**config.mk**
```make
export PLATFORM = sky130hd
export DESIGN_NAME = multicycle_ctrl_flat
export DESIGN_NICKNAME = d
export VERILOG_FILES = /design/src/rtl/multicycle_ctrl_if.sv /design/src/rtl/multicycle_ctrl.sv /design/src/flat_wrapper.sv
export SDC_FILE = /design/constraint.sdc
export NUM_CORES = 1
export LEC_CHECK = 0
export BUFFER_PORTS_ARGS = -buffer_cell sky130_fd_sc_hd__buf_2
export CAP_MARGIN = 0
export CORE_AREA = 10 10 75 93
export CTS_BUF_LIST = sky130_fd_sc_hd__clkbuf_4
export CTS_CLUSTER_SIZE = 14
export DETAILED_ROUTE_END_ITERATION = 12
export DIE_AREA = 0 0 85 103
export PLACE_DENSITY = 0.81
export SLEW_MARGIN = 20
export SYNTH_ARGS = -nofsm -noshare
export SYNTH_HDL_FRONTEND = slang
export SYNTH_SLANG_ARGS = --single-unit
export TNS_END_PERCENT = 5
```
**constraint.sdc**
```tcl
create_clock -name clk -period 2.83 [get_ports clk]
set_input_delay 0.283 -clock clk [delete_from_list [all_inputs] [get_ports clk]]
set_output_delay 0.283 -clock clk [all_outputs]
set_load 0.02 [all_outputs]
```
**src/rtl/multicycle_ctrl_if.sv**
```systemverilog
// Controller <-> datapath bundle: the instruction/handshake inputs and every
// strobe or mux select the multicycle controller drives.
interface multicycle_ctrl_if;
    logic [31:0] instr;
    logic        mem_ready;
    logic        branch_taken;

    logic        pc_we;
    logic        ir_we;
    logic        rf_we;
    logic        mem_req;
    logic        mem_we;
    logic        mem_addr_sel;
    logic        is_branch;
    logic        is_jalr;
    logic [1:0]  alu_src_a;
    logic [1:0]  alu_src_b;
    logic [1:0]  pc_src;
    logic [1:0]  wb_sel;

    modport master (
        input  instr, mem_ready, branch_taken,
        output pc_we, ir_we, rf_we, mem_req, mem_we, mem_addr_sel,
        output is_branch, is_jalr, alu_src_a, alu_src_b, pc_src, wb_sel
    );

    modport slave (
        output instr, mem_ready, branch_taken,
        input  pc_we, ir_we, rf_we, mem_req, mem_we, mem_addr_sel,
        input  is_branch, is_jalr, alu_src_a, alu_src_b, pc_src, wb_sel
    );
endinterface

```
**src/rtl/multicycle_ctrl.sv**
```systemverilog
// Multicycle RV32I-style control FSM: FETCH/DECODE/EXECUTE/MEM/WB plus a sticky
// TRAP for illegal opcodes and memory timeouts; counts retired instructions.
module multicycle_ctrl #(
    parameter int MEM_TIMEOUT = 16
) (
    input  logic              clk,
    input  logic              rst,
    multicycle_ctrl_if.master bus,
    output logic              illegal,
    output logic              timeout,
    output logic              retired,
    output logic [2:0]        state,
    output logic [31:0]       retired_count
);
    typedef enum logic [2:0] {
        FETCH   = 3'd0,
        DECODE  = 3'd1,
        EXECUTE = 3'd2,
        MEM     = 3'd3,
        WB      = 3'd4,
        TRAP    = 3'd5
    } state_t;

    localparam logic [7:0] WAIT_LIMIT = 8'(MEM_TIMEOUT - 1);

    state_t      state_reg, state_next;
    logic [7:0]  wait_cnt_reg;
    logic [31:0] retired_count_reg;
    logic        illegal_reg, timeout_reg;
    logic        illegal_set, timeout_set;

    logic        pc_we_c, ir_we_c, rf_we_c, mem_req_c, mem_we_c, mem_addr_sel_c;
    logic        is_branch_c, is_jalr_c;
    logic [1:0]  alu_src_a_c, alu_src_b_c, pc_src_c, wb_sel_c;
    logic [1:0]  src_a, src_b;

    logic [6:0]  opcode;
    logic        is_reg, is_imm, is_lui, is_auipc, is_load, is_store;
    logic        is_br, is_jal, is_jr, is_legal, wait_expired;
    logic        unused_instr_bits;

    assign opcode   = bus.instr[6:0];
    assign is_reg   = (opcode == 7'b0110011);
    assign is_imm   = (opcode == 7'b0010011);
    assign is_lui   = (opcode == 7'b0110111);
    assign is_auipc = (opcode == 7'b0010111);
    assign is_load  = (opcode == 7'b0000011);
    assign is_store = (opcode == 7'b0100011);
    assign is_br    = (opcode == 7'b1100011);
    assign is_jal   = (opcode == 7'b1101111);
    assign is_jr    = (opcode == 7'b1100111);
    assign is_legal = is_reg | is_imm | is_lui | is_auipc | is_load | is_store
                    | is_br | is_jal | is_jr;
    assign unused_instr_bits = ^bus.instr[31:7];

    assign wait_expired = (wait_cnt_reg == WAIT_LIMIT);

    // ALU operand selects depend only on the opcode, so EXECUTE, MEM and WB
    // all present the same values for one instruction.
    always_comb begin
        src_a = 2'd0;
        src_b = 2'd0;
        if (is_lui) begin
            src_a = 2'd2;
            src_b = 2'd1;
        end else if (is_auipc) begin
            src_a = 2'd1;
            src_b = 2'd1;
        end else if (is_imm | is_load | is_store | is_jr) begin
            src_b = 2'd1;
        end
    end

    always_comb begin
        state_next     = state_reg;
        illegal_set    = 1'b0;
        timeout_set    = 1'b0;
        pc_we_c        = 1'b0;
        ir_we_c        = 1'b0;
        rf_we_c        = 1'b0;
        mem_req_c      = 1'b0;
        mem_we_c       = 1'b0;
        mem_addr_sel_c = 1'b0;
        is_branch_c    = 1'b0;
        is_jalr_c      = 1'b0;
        alu_src_a_c    = 2'd0;
        alu_src_b_c    = 2'd0;
        pc_src_c       = 2'd0;
        wb_sel_c       = 2'd0;

        case (state_reg)
            FETCH: begin
                mem_req_c = 1'b1;
                if (bus.mem_ready) begin
                    ir_we_c    = 1'b1;
                    state_next = DECODE;
                end else if (wait_expired) begin
                    timeout_set = 1'b1;
                    state_next  = TRAP;
                end
            end
            DECODE: begin
                if (is_legal) begin
                    state_next = EXECUTE;
                end else begin
                    illegal_set = 1'b1;
                    state_next  = TRAP;
                end
            end
            EXECUTE: begin
                alu_src_a_c = src_a;
                alu_src_b_c = src_b;
                is_branch_c = is_br;
                is_jalr_c   = is_jr;
                if (is_load | is_store) begin
                    state_next = MEM;
                end else if (is_br) begin
                    pc_we_c    = 1'b1;
                    pc_src_c   = bus.branch_taken ? 2'd1 : 2'd0;
                    state_next = FETCH;
                end else begin
                    state_next = WB;
                end
            end
            MEM: begin
                alu_src_a_c    = src_a;
                alu_src_b_c    = src_b;
                is_branch_c    = is_br;
                is_jalr_c      = is_jr;
                mem_req_c      = 1'b1;
                mem_addr_sel_c = 1'b1;
                mem_we_c       = is_store;
                if (bus.mem_ready) begin
                    if (is_store) begin
                        pc_we_c    = 1'b1;
                        state_next = FETCH;
                    end else begin
                        state_next = WB;
                    end
                end else if (wait_expired) begin
                    timeout_set = 1'b1;
                    state_next  = TRAP;
                end
            end
            WB: begin
                alu_src_a_c = src_a;
                alu_src_b_c = src_b;
                is_branch_c = is_br;
                is_jalr_c   = is_jr;
                rf_we_c     = 1'b1;
                pc_we_c     = 1'b1;
                state_next  = FETCH;
                if (is_load) begin
                    wb_sel_c = 2'd1;
                end else if (is_jal) begin
                    wb_sel_c = 2'd2;
                    pc_src_c = 2'd1;
                end else if (is_jr) begin
                    wb_sel_c = 2'd2;
                    pc_src_c = 2'd2;
                end
            end
            TRAP: state_next = TRAP;
            default: state_next = FETCH;
        endcase

        // Reset must silence the datapath in the same cycle it is asserted.
        if (rst) begin
            pc_we_c        = 1'b0;
            ir_we_c        = 1'b0;
            rf_we_c        = 1'b0;
            mem_req_c      = 1'b0;
            mem_we_c       = 1'b0;
            mem_addr_sel_c = 1'b0;
            is_branch_c    = 1'b0;
            is_jalr_c      = 1'b0;
            alu_src_a_c    = 2'd0;
            alu_src_b_c    = 2'd0;
            pc_src_c       = 2'd0;
            wb_sel_c       = 2'd0;
        end
    end

    always_ff @(posedge clk) begin
        if (rst) begin
            state_reg         <= FETCH;
            wait_cnt_reg      <= '0;
            retired_count_reg <= '0;
            illegal_reg       <= 1'b0;
            timeout_reg       <= 1'b0;
        end else begin
            state_reg <= state_next;
            // Any state change restarts the wait count; only FETCH/MEM use it.
            if (state_next != state_reg) begin
                wait_cnt_reg <= '0;
            end else if (mem_req_c && !bus.mem_ready) begin
                wait_cnt_reg <= wait_cnt_reg + 8'd1;
            end
            if (illegal_set) illegal_reg <= 1'b1;
            if (timeout_set) timeout_reg <= 1'b1;
            if (pc_we_c)     retired_count_reg <= retired_count_reg + 32'd1;
        end
    end

    // Each instruction writes the PC exactly once, as its final action.
    assign retired       = pc_we_c;
    assign retired_count = retired_count_reg;
    assign illegal       = illegal_reg;
    assign timeout       = timeout_reg;
    assign state         = state_reg;

    assign bus.pc_we        = pc_we_c;
    assign bus.ir_we        = ir_we_c;
    assign bus.rf_we        = rf_we_c;
    assign bus.mem_req      = mem_req_c;
    assign bus.mem_we       = mem_we_c;
    assign bus.mem_addr_sel = mem_addr_sel_c;
    assign bus.is_branch    = is_branch_c;
    assign bus.is_jalr      = is_jalr_c;
    assign bus.alu_src_a    = alu_src_a_c;
    assign bus.alu_src_b    = alu_src_b_c;
    assign bus.pc_src       = pc_src_c;
    assign bus.wb_sel       = wb_sel_c;
endmodule

```
**src/flat_wrapper.sv**
```systemverilog
// flat-port wrapper written by rule: the top's interface ports become plain ports
module multicycle_ctrl_flat 
#(
    parameter int MEM_TIMEOUT = 16
)
  (clk, rst, illegal, timeout, retired, state, retired_count, bus_instr, bus_mem_ready, bus_branch_taken, bus_pc_we, bus_ir_we, bus_rf_we, bus_mem_req, bus_mem_we, bus_mem_addr_sel, bus_is_branch, bus_is_jalr, bus_alu_src_a, bus_alu_src_b, bus_pc_src, bus_wb_sel);
  multicycle_ctrl_if bus_i ();
  input  logic clk;
  input  logic rst;
  output logic illegal;
  output logic timeout;
  output logic retired;
  output logic [2:0] state;
  output logic [31:0] retired_count;
  input wire logic [$bits(bus_i.instr)-1:0] bus_instr;
  input wire logic [$bits(bus_i.mem_ready)-1:0] bus_mem_ready;
  input wire logic [$bits(bus_i.branch_taken)-1:0] bus_branch_taken;
  output wire logic [$bits(bus_i.pc_we)-1:0] bus_pc_we;
  output wire logic [$bits(bus_i.ir_we)-1:0] bus_ir_we;
  output wire logic [$bits(bus_i.rf_we)-1:0] bus_rf_we;
  output wire logic [$bits(bus_i.mem_req)-1:0] bus_mem_req;
  output wire logic [$bits(bus_i.mem_we)-1:0] bus_mem_we;
  output wire logic [$bits(bus_i.mem_addr_sel)-1:0] bus_mem_addr_sel;
  output wire logic [$bits(bus_i.is_branch)-1:0] bus_is_branch;
  output wire logic [$bits(bus_i.is_jalr)-1:0] bus_is_jalr;
  output wire logic [$bits(bus_i.alu_src_a)-1:0] bus_alu_src_a;
  output wire logic [$bits(bus_i.alu_src_b)-1:0] bus_alu_src_b;
  output wire logic [$bits(bus_i.pc_src)-1:0] bus_pc_src;
  output wire logic [$bits(bus_i.wb_sel)-1:0] bus_wb_sel;
  assign bus_i.instr = bus_instr;
  assign bus_i.mem_ready = bus_mem_ready;
  assign bus_i.branch_taken = bus_branch_taken;
  assign bus_pc_we = bus_i.pc_we;
  assign bus_ir_we = bus_i.ir_we;
  assign bus_rf_we = bus_i.rf_we;
  assign bus_mem_req = bus_i.mem_req;
  assign bus_mem_we = bus_i.mem_we;
  assign bus_mem_addr_sel = bus_i.mem_addr_sel;
  assign bus_is_branch = bus_i.is_branch;
  assign bus_is_jalr = bus_i.is_jalr;
  assign bus_alu_src_a = bus_i.alu_src_a;
  assign bus_alu_src_b = bus_i.alu_src_b;
  assign bus_pc_src = bus_i.pc_src;
  assign bus_wb_sel = bus_i.wb_sel;
  multicycle_ctrl #(.MEM_TIMEOUT(MEM_TIMEOUT)) u_core (.clk(clk), .rst(rst), .bus(bus_i), .illegal(illegal), .timeout(timeout), .retired(retired), .state(state), .retired_count(retired_count));
endmodule
```
==> summary.md, run 1 <==
| Metric | Value |
|---|---|
| Initial antenna violation count | 0 |
| Die X | 85 um |
| Hold Path Class | in -> reg |
| Leak | 1.23 nW |
| Post-synth top area share | 34.4% |
| Setup WS pre-CTS | 429 ps |
| Hold Crit Depth | 2 |
| Synthesized area per cell | 8.02 sq um |
| Number of global-route vias before repair | 2,476 |
| Reg2reg path depth | 5 |
| Startpoint Class | flip-flop |
| Final setup viols | 0 |
| EDFF count, synth | 0 |
| CP max FO | 14 |
| Hold Fails Final Rpt | 0 |
| Critical Path Sink Type | output pin |
| Crit path DAT | 2380 ps |
| Routed vias | 2,640 |
| Required time worst endpoint | 2550 ps |
| Worst R2R Setup Slack | 380 ps |
| Overflow left after global routing | 0 |
| Relative slew slack | 48.2% |
| Worst R2R End | u_core.wait_cnt_reg[1] |
| Worst-Skew Late Latency | 370 ps |
| Total track usage | 15.3% |
| Tmin final | 2670 ps |
| FF-to-FF Start | u_core.wait_cnt_reg[4] |
| CTS Buf Count | 5 |
| Slowest stage delay, CP | 520 ps |
| Power density over cell area | 400 mW/mm^2 |
| Slew Limit Fails | 0 |
| Worst Clk Skew | 13.9 ps |
| Sequential cell area | 901 sq um |
| Fillers | 480 |
| Crit share post-route | 94.3% |
| Clk slew on worst S/H paths | 140 ps |
| RD Place Congestion | 0.866 |
| Largest register FFs | 32 |
| CTS Buffer Depth | 2 |
| IO buf count | 63 |
| Total Power | 1.22 mW |
| Clock Sink Count | 45 |
| Sequential share of the synthesized area | 34.4% |
| Maxcap violations | 0 |
| Core ar. | 0.00529 sq mm |
| Net count reported at finish | 420 |
| Yosys cell types | 54 |
| Top cell type by total area after synthesis | dfxtp_1 |
| Setup TNS | 0 ps |
| H-tree levels | 2 |
| Vias per cell | 5.91 |
| Mapped Cells | 327 |
| Commonest non-fill, non-tap cell in the layout | buf_2 |
| Setup CP Type | reg -> out |
| Slew @ Worst Pin | 777 ps |
| Ports | 90 |
| First-pass GRT wire length | 11.3 mm |
| Post-DR wirelength/cell | 15.6 um |
| Largest cells by area after synthesis | dfxtp_1, xor2_1, nor2_1 |
| Most frequent cells in the layout | buf_2, dfxtp_1, nor2_1, a21oi_1, xor2_1 |
| RSZ-0062 raised after global routing | false |
| Synth Cell Area | 0.00262 sq mm |
| Slowest-stage cell, CP | or3b_1 |
| Share of cells above drive strength 1 | 22.7% |
| Total Routed Length | 6.99 mm |
| DP HPWL | 5.24 mm |
| Post-synthesis async set-or-reset flop share | 0% |
| Syn Nets | 365 |
| Layout area overhead | 16.4% |
| Diode count | 0 |
| Status | finished clean |
| Drt pass-1 iters | 4 |
| Top FF cell, synth | dfxtp_1 |
| Synth warnings | 0 |
| DRC | 0 |
| # Post-CTS Setup Buffers | 0 |
| Largest net degree at the start of global routing | 26 |
| Die area | 0.00876 sq mm |
| Top achievable clock speed | 0.375 GHz |
| CP Cell Sequence | or3b_1, a21oi_1, nand2_1, nor3_1, buf_2 |
| Initial Utilization | 49.6% |
| Flops & latches, synth | 45 |
| Hold Buf Count CTS | 0 |
| Maximum vdd drop | 0.000272 V |
| Site Rows | 30 |
| Start point of the worst hold path | rst |
| Final ANT Viol Nets | 0 |
| Cts repair resizes | 0 |
| Final Worst Setup Slack | 162 ps |
| CTS tree | built |
| Multi-input gate area | 0.00159 sq mm |
| Die Height | 103 um |
| Root Driver | clkbuf_4 |
| Drt initial violations | 295 |
| Hold path endpoint | u_core.retired_count[13] |
cell usage after synthesis (2+ instances only):
master,number
clkbuf_1,12
or4_1,9
nand3b_1,2
ha_1,2
nand3_1,11
xnor2_1,5
nand2b_1,6
nand2_1,16
or4b_1,2
xor2_1,18
and3_1,10
o41ai_1,2
nor4_1,12
inv_1,11
or3_1,7
buf_4,2
or2_2,2
nor2_1,39
nor3_1,9
mux2i_1,2
a21oi_1,24
o211ai_1,9
dfxtp_1,45
and2_1,3
o21ai_0,15
a221oi_1,2
o31ai_1,8
buf_2,5
nand4_1,7
o2111ai_1,6
metrics by stage:
stage	utilization [%]	cell area (sq um)	hold slack, ps	instances
after detailed placement	56.1	2970	465	439
after global placement	56.1	2970	462	439
final	57.7	3050	335	447
after CTS	57.7	3050	326	447
after floorplan	-	2620	516	327
after global routing	57.7	3050	334	447
layout make-up:
cell class	instances	share of cell area, %
clock inverter	2	1.27
inverter	11	1.35
clock buffer	6	1.48
multi-input combinational	250	52.0
tap	64	2.62
sequential	45	29.5
timing repair buffer	69	11.8
logic make-up (layout without fill, tap and decap cells):
group | count (synthesis) | after routing | share of synthesized area [%]
fa+ha+maj | 2 | 2 | 0.954
other cells | 1 | 1 | 0.143
xor+xnor | 23 | 23 | 7.68
compound gates | 79 | 79 | 21.1
simple gates | 143 | 143 | 29.9
mux | 2 | 2 | 0.763
buf+inv | 32 | 88 | 5.15
flops | 45 | 45 | 34.4
worst max-delay path by stage:
stage | to | depth (start not counted) | from | slack (ps)
2_1_floorplan | retired | 6 | u_core.state[0] | 570
3_3_place_gp | u_core.retired_count[26] | 5 | u_core.state[0] | 480
3_5_place_dp | u_core.retired_count[26] | 5 | u_core.state[0] | 430
4_1_cts | bus_alu_src_a[1] | 5 | u_core.state[0] | 150
5_1_grt | bus_alu_src_a[1] | 5 | u_core.state[0] | 20
6_report | bus_alu_src_a[0] | 5 | u_core.state[0] | 160
report_power, final:
part           internal [mW]  switching, mW  total [mW]
registers              0.641         0.0125       0.653
clock network          0.198          0.220       0.418
logic                 0.0486          0.100       0.149
total                  0.887          0.333        1.22
routing by layer:
metal  track usage [%]  vias up  wire (um)
li1                  -     1317          -
met1              16.7     1248       2890
met2              27.6       66       3670
met3              4.51        9        335
met4              4.82        0        102
met5                 0        -          0
worst max-delay path, delay by kind of cell, from the launching register on:
family                 cells  cell delay, ps
AOI/OAI and AO/OA          1             420
buffers and inverters      1             190
and+or+nand+nor            3             920
DFF                        1             490
(Power assumes the default switching activity.)
==> run 2: changes to the inputs <==
--- a/config.mk
+++ b/config.mk
@@ -7,12 +7,12 @@
 export LEC_CHECK = 0
 export BUFFER_PORTS_ARGS = -buffer_cell sky130_fd_sc_hd__buf_2
 export CAP_MARGIN = 0
-export CORE_AREA = 10 10 75 93
+export CORE_AREA = 10 10 78 96
 export CTS_BUF_LIST = sky130_fd_sc_hd__clkbuf_4
 export CTS_CLUSTER_SIZE = 14
 export DETAILED_ROUTE_END_ITERATION = 12
-export DIE_AREA = 0 0 85 103
-export PLACE_DENSITY = 0.81
+export DIE_AREA = 0 0 88 106
+export PLACE_DENSITY = 0.76
 export SLEW_MARGIN = 20
 export SYNTH_ARGS = -nofsm -noshare
 export SYNTH_HDL_FRONTEND = slang
==> run 2 against run 1 <==
  * Routed wire length increased by 2.3%
  * Critical path type unchanged
  * Hold slack lost 11 ps
  * Cell area up 0.61%
  * Largest cell class unchanged
==> summary.md, run 2 (same netlist as run 1, synthesis figures left out) <==
| Metric | Value |
|---|---|
| Total Routed Length | 7.15 mm (+2.3%) |
| DP HPWL | 5.26 mm (+0.51%) |
| Reg power frac | 50.5% (-3.0 points) |
| Post-Layout Cell Count | 448 (+0.22%) |
| Startpoint Class | flip-flop |
| CTS Buffer Depth | 2 (unchanged) |
| Most frequent cells in the layout | buf_2, dfxtp_1, nor2_1, a21oi_1, xor2_1 |
| Setup WS pre-CTS | 399 ps (-30.1 ps) |
| Initial antenna violation count | 0 (unchanged) |
| Die area | 0.00933 sq mm (+6.5%) |
| CP max FO | 14 (unchanged) |
| Crit share post-route | 93.3% (-0.96 points) |
| Slew @ Worst Pin | 717 ps (-60.3 ps) |
| Design Area, Final | 0.00307 sq mm (+0.61%) |
| CP top delay family | flip-flops |
| Power density over cell area | 422 mW/mm^2 (+5.5%) |
| Maximum vdd drop | 0.000273 V (+0.38%) |
| Combinational Power Share | 11.5% (-0.7 points) |
| Routed vias | 2,652 (+0.45%) |
| Clock share of power | 38.0% (+3.7 points) |
| CTS tree | built |
| CP Cell Sequence | nand3b_4, a2111oi_4, nor2_2, nor2_1, buf_2 |
| Worst Clk Skew | 18.1 ps (+4.21 ps) |
| Site Rows | 31 (+3.3%) |
| Drt pass-1 iters | 4 (unchanged) |
| Vias per cell | 5.92 (+0.23%) |
| Final setup viols | 0 (unchanged) |
| Die Height | 106 um (+2.9%) |
| Worst-Skew Late Latency | 370 ps (about the same) |
| Clock Sink Count | 45 (unchanged) |
| Total track usage | 15.1% (-0.14 points) |
| Maxcap violations | 0 (unchanged) |
| Top achievable clock speed | 0.379 GHz (+1.0%) |
| Layout area overhead | 17.1% |
| H-tree levels | 2 (unchanged) |
| RD Place Congestion | 0.896 (+3.5%) |
| First-pass GRT wire length | 11.7 mm (+3.9%) |
| Tmin final | 2640 ps (-27.1 ps) |
| Net Switching | 332 uW (-0.21%) |
| Final ANT Viol Nets | 0 (unchanged) |
| IO buf count | 63 (unchanged) |
| Final Worst Setup Slack | 189 ps (+27.1 ps) |
| Share of cells above drive strength 1 | 23.0% (+0.32 points) |
| Die X | 88 um (+3.5%) |
| Relative slew slack | 52.2% (+4.0 points) |
| CTS Buf Count | 5 (unchanged) |
| Number of global-route vias before repair | 2,529 (+2.1%) |
| Placed Instances | 440 (+0.23%) |
| Root Driver | clkbuf_4 |
| Slew Limit Fails | 0 (unchanged) |
| Largest net degree at the start of global routing | 28 (+7.7%) |
| Largest register FFs | 32 (unchanged) |
| Commonest non-fill, non-tap cell in the layout | buf_2 |
| Status | finished clean |
| Placed Area | 0.00296 sq mm (-0.17%) |
| Drt initial violations | 202 (-32%) |
| Hold Fails Final Rpt | 0 (unchanged) |
| Initial Utilization | 46.0% (-3.6 points) |
| Post-DR wirelength/cell | 16.0 um (+2.0%) |
| RSZ-0062 raised after global routing | false |
| Leak | 1.23 nW (+0.36%) |
| Core ar. | 0.00570 sq mm (+7.7%) |
| DRC | 0 (unchanged) |
| Required time worst endpoint | 2550 ps (about the same) |
| Hold Slack | 324 ps (-10.5 ps) |
| CP Buf/Inv Count | 1 (unchanged) |
| Hold Path Class | in -> reg |
| Switching part of the total | 25.6% (-1.6 points) |
| Slowest-stage cell, CP | dfxtp_1 |
| Overflow left after global routing | 0 (unchanged) |
| Critical Path Sink Type | output pin |
| Internal | 963 uW (+8.5%) |
| Diode count | 0 (unchanged) |
| Slowest stage delay, CP | 660 ps (+140 ps) |
| Final core utilization | 53.9% (-3.8 points) |
| # Post-CTS Setup Buffers | 0 (unchanged) |
| Setup TNS | 0 ps (unchanged) |
| Clk slew on worst S/H paths | 140 ps (about the same) |
| Fillers | 528 (+10%) |
| Net count reported at finish | 419 (-0.24%) |
| Crit path DAT | 2360 ps (-20 ps) |
| Setup CP Type | reg -> out |
| Ports | 90 (unchanged) |
| Total Power | 1.30 mW (+6.1%) |
==> run 2: final cells by class <==
cell class | instances | area (sq um) | share of cell area, %
clock buffers | 5 | 37.5 | 1.22
clock inverters | 3 | 65.1 | 2.12
inverters | 11 | 41.3 | 1.34
multi-input cells | 250 | 1590 | 51.8
flip-flops and latches | 45 | 902 | 29.4
well taps | 66 | 82.6 | 2.69
repair buffers | 68 | 353 | 11.5
==> run 2: worst reg2reg max path, stage by stage (launching register included) <==
cell       delay [ps]
dfxtp_1           660
nand3b_4          130
a2111oi_4         590
o211ai_2          290
or4_1             560
a21oi_1           140
==> run 2: path summary, 6_finish.rpt <==
| kind | depth (start not counted) | end | startpoint | slack (ps) |
|---|---|---|---|---|
| setup / recovery | 5 | bus_pc_we | u_core.state[0] | 190 |
| hold / removal | 2 | u_core.retired_count[5] | rst | 320 |
| setup reg to reg | 5 | u_core.retired_count[26] | u_core.state[0] | 380 |
| hold reg to reg | 2 | u_core.timeout | u_core.timeout | 480 |
==> run 2: power groups by stage <==
stage | Clock, mW | Sequential (mW) | Combinational (mW)
2_1_floorplan | 0 | 0.670 | 0.102
3_3_place_gp | 0 | 0.667 | 0.144
3_5_place_dp | 0 | 0.668 | 0.146
4_1_cts | 0.503 | 0.654 | 0.148
5_1_grt | 0.532 | 0.656 | 0.162
6_report | 0.492 | 0.654 | 0.149
==> run 2: routing by layer <==
| layer | GRT usage [%] | up-vias | share of wire (%) |
|---|---|---|---|
| li1 | - | 1320 | - |
| met1 | 17.2 | 1270 | 42 |
| met2 | 26.3 | 58 | 53 |
| met3 | 4.28 | 4 | 4.9 |
| met4 | 4.79 | 0 | 0.74 |
| met5 | 0 | - | 0 |
==> run 2: what timing repair did <==
item                                   4_1_cts  5_1_grt
endpoints found under the hold margin        0        0
gates resized for setup                      0        2
hold buffers                                 0        0
setup endpoints to repair                    0        4
==> run 3: changes to the inputs <==
--- a/config.mk
+++ b/config.mk
@@ -13,6 +13,7 @@
 export DETAILED_ROUTE_END_ITERATION = 12
 export DIE_AREA = 0 0 88 106
 export PLACE_DENSITY = 0.76
+export RECOVER_POWER = 100
 export SLEW_MARGIN = 20
 export SYNTH_ARGS = -nofsm -noshare
 export SYNTH_HDL_FRONTEND = slang
==> run 3 against run 2 <==
  * Clock skew down 1.1 ps
  * Critical path depth did not move
  * Largest power group unchanged
  * Cell area decreased by 2.9%
  * Sequential cell count stayed put
  * Total power decreased by 0.37%
  * Sequential share of layout area increased by 0.87 points
  * Global-route usage did not move
  * Routed wire length decreased by 0.20%
  * First-iteration DRC count decreased by 8.9%
==> summary.md, run 3 (same netlist as run 1, synthesis figures left out) <==
| Metric | Value |
|---|---|
| Status | finished clean |
| CP Buf/Inv Count | 1 (unchanged) |
| Setup TNS | 0 ps (unchanged) |
| Internal | 959 uW (-0.44%) |
| Worst-Skew Late Latency | 370 ps (about the same) |
| Final ANT Viol Nets | 0 (unchanged) |
| Die X | 88 um (unchanged) |
| CTS Buffer Depth | 2 (unchanged) |
| Layout area overhead | 13.7% |
| Startpoint Class | flip-flop |
| Slowest-stage cell, CP | or3b_1 |
| Die area | 0.00933 sq mm (unchanged) |
| Die Height | 106 um (unchanged) |
| Root Driver | clkbuf_4 |
| Final setup viols | 0 (unchanged) |
| CP top delay family | simple AND/OR/NAND/NOR gates |
| Maximum vdd drop | 0.000271 V (-0.59%) |
| Core ar. | 0.00570 sq mm (unchanged) |
| DRC | 0 (unchanged) |
| Drt initial violations | 184 (-8.9%) |
| CTS tree | built |
| H-tree levels | 2 (unchanged) |
| CTS Buf Count | 5 (unchanged) |
| Tmin final | 2640 ps (-5.13 ps) |
| Total track usage | 15.1% (unchanged) |
| Worst R2R Setup Slack | 260 ps (-120 ps) |
| Initial antenna violation count | 0 (unchanged) |
| Fillers | 561 (+6.3%) |
| First-pass GRT wire length | 11.7 mm (unchanged) |
| Worst Clk Skew | 17.0 ps (-1.07 ps) |
| RD Place Congestion | 0.896 (unchanged) |
| Ports | 90 (unchanged) |
| Number of global-route vias before repair | 2,529 (unchanged) |
| Leak | 0.999 nW (-19%) |
| Drt pass-1 iters | 4 (unchanged) |
| Hold Path Class | in -> reg |
| Setup crit start | u_core.state[0] |
| Reg power frac | 50.7% (+0.2 points) |
| Slowest stage delay, CP | 530 ps (-130 ps) |
| Post-DR wirelength/cell | 15.9 um (-0.20%) |
| Reg2reg path depth | 5 (unchanged) |
| Final Worst Setup Slack | 194 ps (+5.13 ps) |
| Net count reported at finish | 419 (unchanged) |
| Overflow left after global routing | 0 (unchanged) |
| Crit path DAT | 2350 ps (about the same) |
| Initial Utilization | 46.0% (unchanged) |
| Hold Fails Final Rpt | 0 (unchanged) |
| Crit share post-route | 93.1% (-0.18 points) |
| Critical Path Sink Type | output pin |
| Most frequent cells in the layout | clkbuf_1, dfxtp_1, nor2_1, a21oi_1, xor2_1 |
| Path length in cells of the critical path | 5 (unchanged) |
| IO buf count | 63 (unchanged) |
| Required time worst endpoint | 2550 ps (about the same) |
| Net Switching | 331 uW (-0.17%) |
| Vias per cell | 5.94 (+0.30%) |
| Routed vias | 2,660 (+0.30%) |
| Switching part of the total | 25.7% (+0.051 points) |
| Largest register FFs | 32 (unchanged) |
| Worst R2R End | u_core.retired_count[26] |
| FF-to-FF Start | u_core.state[0] |
| Power density over cell area | 433 mW/mm^2 (+2.6%) |
| Diode count | 0 (unchanged) |
| Maxcap violations | 0 (unchanged) |
| Commonest non-fill, non-tap cell in the layout | clkbuf_1 |
| Slew @ Worst Pin | 752 ps (+35.6 ps) |
| Total Routed Length | 7.14 mm (-0.20%) |
| Top achievable clock speed | 0.379 GHz (+0.19%) |
| CP endpoint | bus_alu_src_a[0] |
| Site Rows | 31 (unchanged) |
| Setup WS pre-CTS | 399 ps (unchanged) |
| Slew Limit Fails | 0 (unchanged) |
| Relative slew slack | 49.6% (-2.6 points) |
| Combinational Power Share | 11.1% (-0.4 points) |
| Clock Sink Count | 45 (unchanged) |
| Clk slew on worst S/H paths | 140 ps (about the same) |
| Largest net degree at the start of global routing | 28 (unchanged) |
| DP HPWL | 5.26 mm (unchanged) |
| CP Cell Sequence | or3b_1, a21oi_2, nand2_1, nor3_1, clkbuf_1 |
| CP max FO | 14 (unchanged) |
| # Post-CTS Setup Buffers | 0 (unchanged) |
| Hold Buf Count CTS | 0 (unchanged) |
| RSZ-0062 raised after global routing | false |
| Clock share of power | 38.2% (+0.2 points) |
| Setup CP Type | reg -> out |
| Share of cells above drive strength 1 | 9.69% (-13 points) |
| Final core utilization | 52.3% (-1.6 points) |
==> run 3: stage by stage <==
stage                     total power, mW  hold slack (ps)  std cells  area [sq um]
after global placement              0.812              457        440          2960
after global routing                 1.35              315        448          2980
final                                1.29              315        448          2980
after detailed placement            0.814              459        440          2960
after floorplan                     0.772              516        327          2620
after CTS                            1.30              303        448          3070
==> run 3: final cells by class <==
cell class	instances	area [sq um]	share of cell area, %
multi-input cells	250	1570	52.6
flip-flops and latches	45	902	30.2
repair buffers	68	284	9.52
well taps	66	82.6	2.77
clock inverters	3	65.1	2.18
inverters	11	41.3	1.38
clock buffers	5	37.5	1.26
==> run 3: timing repair <==
action	CTS	global route
setup endpoints to repair	0	4
gates resized for setup	0	2
hold endpoints to repair	0	0
==> run 3: worst min path at each step <==
stage                                to                   start  slack (ps)  cells past startpoint
5_1_grt                  u_core.illegal                     rst         310                      2
3_5_place_dp             u_core.timeout          u_core.timeout         460                      2
3_3_place_gp             u_core.timeout          u_core.timeout         460                      2
6_report        u_core.retired_count[7]                     rst         320                      2
4_1_cts        u_core.retired_count[10]                     rst         300                      2
2_1_floorplan    u_core.wait_cnt_reg[1]  u_core.wait_cnt_reg[1]         520                      2
==> run 3: power groups by stage <==
stage / logic (mW) / clock network [mW] / registers [mW]
4_1_cts: 0.148 / 0.503 / 0.654
6_report: 0.144 / 0.493 / 0.654
3_3_place_gp: 0.144 / 0 / 0.667
2_1_floorplan: 0.102 / 0 / 0.670
3_5_place_dp: 0.146 / 0 / 0.668
5_1_grt: 0.157 / 0.532 / 0.656
==> run 3: per-layer routing <==
layer  vias up  GRT usage, %  routed length, um
li1       1320             -                  -
met2        57          26.3               3750
met3         5          4.28                326
met5         -             0                  0
met4         0          4.79                 60
met1      1278          17.2               3000
